## src/rtl/fdivsqrt_otfc_seq_pkg.sv

```systemverilog
// Shared definitions for the divsqrt on-the-fly converter.
//   otfc_state_t : converter FSM states
//   log2r/dig_max/dig_min : radix-derived digit constants
//   pos0/nsteps  : first digit position and digit count for a given mode
package fdivsqrt_otfc_seq_pkg;

    typedef enum logic [1:0] {
        IDLE = 2'd0,
        RUN  = 2'd1,
        DONE = 2'd2
    } otfc_state_t;

    function automatic int log2r(input int radix);
        return (radix == 4) ? 2 : 1;
    endfunction

    // Legal digit range is -A..+A with A = RADIX/2.
    function automatic int dig_max(input int radix);
        return radix / 2;
    endfunction

    function automatic int dig_min(input int radix);
        return -(radix / 2);
    endfunction

    // Square root starts one digit lower because U already holds the 1.0 bit.
    function automatic int pos0(input int divb, input int radix, input logic sqrt);
        return sqrt ? (divb + 1 - 2 * log2r(radix)) : (divb + 1 - log2r(radix));
    endfunction

    function automatic int nsteps(input int divb, input int radix, input logic sqrt);
        return pos0(divb, radix, sqrt) / log2r(radix) + 1;
    endfunction

endpackage

```

## src/rtl/fdivsqrt_otfc_step.sv

```systemverilog
// Combinational U/UM next-value logic for one signed digit.
//   q       : digit, already saturated to -A..+A
//   k       : one-hot weight of the digit position (1 << pos)
//   u, um   : current U and UM
//   u_next, um_next : values after absorbing q
module fdivsqrt_otfc_step #(
    parameter int DIVb  = 64,
    parameter int RADIX = 2,
    parameter int DW    = 3
) (
    input  logic signed [DW-1:0] q,
    input  logic [DIVb:0]        k,
    input  logic [DIVb:0]        u,
    input  logic [DIVb:0]        um,
    output logic [DIVb:0]        u_next,
    output logic [DIVb:0]        um_next
);

    // Field value times k; the field is at most two bits wide, so a shift-or
    // replaces the multiply. Bits shifted past DIVb are dropped.
    function automatic logic [DIVb:0] scale(input logic [1:0] f, input logic [DIVb:0] kk);
        return (f[0] ? kk : '0) | (f[1] ? (kk << 1) : '0);
    endfunction

    int qi;
    int mi;

    always_comb begin
        qi      = int'(q);
        mi      = (qi < 0) ? -qi : qi;
        u_next  = u;
        um_next = um;
        if (qi > 0) begin
            u_next  = u | scale(2'(qi), k);
            um_next = u | scale(2'(qi - 1), k);
        end else if (qi == 0) begin
            u_next  = u;
            um_next = um | scale(2'(RADIX - 1), k);
        end else begin
            u_next  = um | scale(2'(RADIX - mi), k);
            um_next = um | scale(2'(RADIX - mi - 1), k);
        end
    end

endmodule

```

## src/rtl/fdivsqrt_otfc_seq.sv

```systemverilog
// Sequential on-the-fly converter: folds one signed radix-2/4 digit per
// handshake into registered U and UM and pulses done after the last digit.
//   clk, reset (async, active low)
//   start/sqrtmode : begin a conversion (any state), sqrtmode sampled with it
//   flush          : abort the running conversion, results frozen
//   digit_valid/digit : digit handshake, accepted only while busy
//   busy, done, digit_err : status; U, UM : results; fsm_state : FSM state
// Handshake: a digit transfers on a rising edge where busy=1 and
// digit_valid=1 and neither start nor flush is asserted; there is no
// backpressure beyond busy, and the producer may stall indefinitely.
module fdivsqrt_otfc_seq
    import fdivsqrt_otfc_seq_pkg::*;
#(
    parameter int DIVb  = 64,
    parameter int RADIX = 2,
    parameter int DW    = 3
) (
    input  logic                 clk,
    input  logic                 reset,
    input  logic                 start,
    input  logic                 sqrtmode,
    input  logic                 flush,
    input  logic                 digit_valid,
    input  logic signed [DW-1:0] digit,
    output logic                 busy,
    output logic                 done,
    output logic                 digit_err,
    output logic [DIVb:0]        U,
    output logic [DIVb:0]        UM,
    output otfc_state_t          fsm_state
);

    localparam int LOG2R = log2r(RADIX);
    localparam int A     = dig_max(RADIX);
    localparam int AMIN  = dig_min(RADIX);
    localparam int PW    = $clog2(DIVb + 2);

    localparam logic [PW-1:0] POS0_DIV  = PW'(pos0(DIVb, RADIX, 1'b0));
    localparam logic [PW-1:0] POS0_SQRT = PW'(pos0(DIVb, RADIX, 1'b1));
    localparam logic [PW-1:0] LAST_DIV  = PW'(nsteps(DIVb, RADIX, 1'b0) - 1);
    localparam logic [PW-1:0] LAST_SQRT = PW'(nsteps(DIVb, RADIX, 1'b1) - 1);

    otfc_state_t          state, state_n;
    logic [PW-1:0]        pos, step;
    logic                 sqrt_r;
    logic                 err_r;
    logic [DIVb:0]        u_r, um_r, u_nx, um_nx, k;
    logic                 accept, last, illegal;
    logic signed [DW-1:0] q_sat;

    // start beats flush and digit_valid; flush beats digit_valid.
    assign accept = (state == RUN) && digit_valid && !start && !flush;
    assign last   = (step == (sqrt_r ? LAST_SQRT : LAST_DIV));
    assign k      = {{DIVb{1'b0}}, 1'b1} << pos;

    // Out-of-range digits are clamped to +-A and flagged.
    always_comb begin
        q_sat   = digit;
        illegal = 1'b0;
        if (int'(digit) > A) begin
            q_sat   = DW'(A);
            illegal = 1'b1;
        end else if (int'(digit) < AMIN) begin
            q_sat   = DW'(AMIN);
            illegal = 1'b1;
        end
    end

    fdivsqrt_otfc_step #(
        .DIVb (DIVb),
        .RADIX(RADIX),
        .DW   (DW)
    ) u_step (
        .q      (q_sat),
        .k      (k),
        .u      (u_r),
        .um     (um_r),
        .u_next (u_nx),
        .um_next(um_nx)
    );

    always_comb begin
        state_n = state;
        case (state)
            IDLE:    state_n = IDLE;
            RUN: begin
                if (flush)
                    state_n = IDLE;
                else if (accept && last)
                    state_n = DONE;
            end
            DONE:    state_n = IDLE;
            default: state_n = IDLE;
        endcase
        if (start)
            state_n = RUN;
    end

    always_ff @(posedge clk or negedge reset) begin
        if (!reset)
            state <= IDLE;
        else
            state <= state_n;
    end

    always_ff @(posedge clk or negedge reset) begin
        if (!reset) begin
            u_r    <= '0;
            um_r   <= '0;
            pos    <= '0;
            step   <= '0;
            sqrt_r <= 1'b0;
            err_r  <= 1'b0;
        end else if (start) begin
            u_r    <= sqrtmode ? ({{DIVb{1'b0}}, 1'b1} << DIVb) : '0;
            um_r   <= '0;
            pos    <= sqrtmode ? POS0_SQRT : POS0_DIV;
            step   <= '0;
            sqrt_r <= sqrtmode;
            err_r  <= 1'b0;
        end else if (accept) begin
            u_r  <= u_nx;
            um_r <= um_nx;
            pos  <= pos - PW'(LOG2R);
            step <= step + PW'(1);
            if (illegal)
                err_r <= 1'b1;
        end
    end

    assign busy      = (state == RUN);
    assign done      = (state == DONE);
    assign digit_err = err_r;
    assign U         = u_r;
    assign UM        = um_r;
    assign fsm_state = state;

endmodule

```

## config.mk

```make
export PLATFORM = sky130hd
export DESIGN_NAME = fdivsqrt_otfc_seq
export DESIGN_NICKNAME = d
export VERILOG_FILES = /design/src/rtl/fdivsqrt_otfc_seq_pkg.sv /design/src/rtl/fdivsqrt_otfc_step.sv /design/src/rtl/fdivsqrt_otfc_seq.sv
export SDC_FILE = /design/constraint.sdc
export NUM_CORES = 1
export LEC_CHECK = 0
export BUFFER_PORTS_ARGS = -buffer_cell sky130_fd_sc_hd__buf_2
export CORE_AREA = 2 2 164 150
export CTS_BUF_LIST = sky130_fd_sc_hd__clkbuf_4 sky130_fd_sc_hd__clkbuf_8 sky130_fd_sc_hd__clkbuf_16
export CTS_CLUSTER_SIZE = 20
export DETAILED_ROUTE_END_ITERATION = 8
export DIE_AREA = 0 0 166 152
export GPL_ROUTABILITY_DRIVEN = 0
export PLACE_DENSITY = 0.64
export SETUP_SLACK_MARGIN = 0.15
export SLEW_MARGIN = 20
export SYNTH_ARGS = -nofsm -noshare
export SYNTH_HDL_FRONTEND = slang
export SYNTH_SLANG_ARGS = --single-unit
export TNS_END_PERCENT = 10
```

## constraint.sdc

```tcl
create_clock -name clk -period 6.1 [get_ports clk]
set_input_delay 0.915 -clock clk [delete_from_list [all_inputs] [get_ports clk]]
set_output_delay 0.915 -clock clk [all_outputs]
set_load 0.005 [all_outputs]
```

==> metrics.yaml <==
numCtsBuffers: 17
cts_num_sinks: 148
design.core.area_mm2: 0.0237
relSlewSlack_pct: 24.8
cts_max_level: 4
first_global_vias: 10500
drv_cap: 0
diodes: 0
antenna_found_initial: 1
crit_cells: 12
timing.fmax_mhz: 224
ant_nets: 0
grt_use_total_pct: 32.3
r2r_slack_ns: 3.23
avgViaCountPerCell: 6.98
ir_drop_mv: 0.140
critPathCaptureType: "flip-flop"
grt_overflow: 0
crit_type: "in2reg"
crit_buf_inv: 2
grt_pass1_wl_um: 64400
routed_wirelength_um: 41700
io_buffers: 143
dp_worst_setup_slack_ns: 1.37
ys_seq_elements: 148
synth_area_mm2: 0.0104
status: "completed"
synthTopCellsByArea: "dfrtp_1 (36%), nor2_1 (8.2%), a221o_1 (5.0%)"
hold_end: "digit_err$_DFFE_PN0P_"
dieArea_mm2: 0.0252
cpLargestDelayFamily: "simple AND/OR/NAND/NOR gates"
floorplan.initialDensity_pct: 43.8
fin_crit_sh_pct: 73.1
period_minus_slack_ns: 4.46
synth_ff_type: "dfrtp_1"
rows: 54
hold_class: "reg2reg"
cts-root-buf: "clkbuf_16"
wl_per_cell_um: 25.4
worstReg2RegEnd: "UM[62]$_DFFE_PN0P_"
synthArstFlopShare_pct: 100
tritoncts: "built"
reg2reg_from: "pos[2]$_DFFE_PN0P_"
drt_iter0_markers: 1585
hold_depth: 2
power_uw: 2800
nNetsFinal: 1336
p_leak_uw: 0.00462
critPathArrivalTime_ns: 4.85
crit_required_ns: 6.49
drv_slew: 0
yosysTopAreaCell: "dfrtp_1"
drive_gt1_share_pct: 18.0
worstMarginPinSlew_ns: 1.12
fin_setup_tns_ns: 0
max_stage_delay_ns: 0.90
synth_top_area_share_pct: 35.6
clkLatencyLatePin_ns: 0.45
clkTransAtPathRegs_ns: 0.07
grt_start_max_net_pins: 94
drc: 0
fp.dieW_um: 166
path_cells: "buf_2 -> nand3_1 -> ha_1 -> nor2_1 -> nand2_1 -> inv_1 -> ha_1 -> nand2b_1 -> a211oi_1 -> or2_1 -> and2_1 -> a221o_1"
slowest_stage: "and2_1"
num-fill-cells: 2325
clock_skew_ns: 0.0127
syn2layout_area_growth_pct: 12.2
power_density_mw_per_mm2: 240
avgSynthCellArea_um2: 8.14
dp_hpwl_um: 26700
syn_nets: 1294
synth_edf_count: 0
synth_cells: 1277
report.final.hold_viol_count: 0
startpoint_type: "input port"
yosysSeqAreaShare_pct: 35.6
synth-warning-count: 0
dr_total_vias: 11400
crit_fanout: 20
io_pins: 144
cts_resized: 0
min_from: "digit_err$_DFFE_PN0P_"
ctsLongestPathBuffers: 2
cts_setup_buffers: 0
ctsHoldBuffers: 0
grt_setup_unrepaired: "false"
yosysUniqueCellTypes: 75
finalSetupViolCount: 0
final.setup.worst_slack_ns: 1.64
crit_path_frequent_cell: "ha_1"
dr.pass1.iters: 6
ff2ff_path_depth: 5
die-height_um: 152
-- synth_stat cells (27+ instances only) --
| cell type | instances |
|---|---|
| o22ai_1 | 67 |
| clkbuf_1 | 79 |
| buf_2 | 46 |
| dfrtp_1 | 148 |
| a211oi_1 | 27 |
| a21oi_1 | 77 |
| o21ai_0 | 58 |
| a221o_1 | 52 |
| nor2_1 | 228 |
| nor3_1 | 66 |
| nand2_1 | 77 |
| a311oi_1 | 48 |
| o32ai_1 | 27 |
-- sequential cells by signal, indices dropped and copies added, names as in the netlist --
register,cells
U,65
UM,65
digit_err,1
fsm_state,2
pos,7
sqrt_r,1
step,7
-- area by class of cell --
type / count / area, um2 / area share (%)
clock inverters: 14 / 155 / 1.33
flip-flops and latches: 148 / 3700 / 31.7
inverters: 9 / 35.0 / 0.300
clock buffers: 18 / 433 / 3.71
repair buffers: 174 / 955 / 8.18
multi-input cells: 969 / 6000 / 51.4
well taps: 308 / 385 / 3.30
-- stage by stage --
stage	hold WS, ns	util (%)	area (um2)	instances
after floorplan	0.495	-	10400	1277
after global placement	0.513	46.6	11100	1608
after global routing	0.546	49.2	11700	1640
after detailed placement	0.514	46.7	11100	1608
final	0.520	49.2	11700	1640
after CTS	0.523	49.2	11700	1640
-- worst register-to-register path, cell delays in order, from the launching register on --
cell and delay, ns:
dfrtp_1 0.80, and2_1 0.71, nand2b_1 0.58, nor2_1 0.26
o22ai_1 0.10, a311oi_1 0.31
-- cells by family after synthesis --
logic type	share of synthesized area (%)
buffers and inverters	7.32
AOI/OAI and AO/OA	32.4
adders and majority gates	0.963
xor gates and xnor gates	0.927
and+or+nand+nor	22.4
DFF	35.6
muxes	0.409
-- cell usage in the layout, fill, tap and decap left out, drive strengths merged, types with 6 or more instances in the layout --
master   instances
nand2b          21
xor2             7
nor3            67
buf            174
o32ai           27
a22oi           22
nand4b           7
a22o             9
dfrtp          148
nand3           18
a221o           52
o21ai           59
inv             11
o22ai           67
nand2           77
a32oi           19
a211oi          28
a221oi          17
nor2           232
and3             6
a21oi           78
clkbuf          18
ha               8
a311oi          48
a31oi           13
nand4bb          9
-- routing by layer --
metal  global-route usage (%)  share of wire, %  vias up
met4                     16.3               5.0        2
li1                         -                 -     4952
met2                     47.6                43      847
met1                     45.0                41     5502
met3                     6.85                11      143
met5                        0             0.026        -
-- how the worst max path moves through the flow --
stage / start / to / slack, ns
detailed placement: digit[1] / U[2]$_DFFE_PN0P_ / 1.37
global route: digit[1] / U[33]$_DFFE_PN0P_ / 1.54
finish: digit[1] / U[14]$_DFFE_PN0P_ / 1.64
floorplan: digit[1] / U[2]$_DFFE_PN0P_ / 2.51
CTS: digit[1] / U[14]$_DFFE_PN0P_ / 1.84
global placement: digit[1] / U[49]$_DFFE_PN0P_ / 1.49
-- report_power, final --
group / internal [uW] / switching [uW] / total, uW / leakage (uW)
combinational: 190 / 419 / 609 / 0.00234
sequential: 1030 / 69.9 / 1100 / 0.00200
clock: 611 / 483 / 1090 / 0.000273
Note: power is estimated with default switching activity, not from simulation.
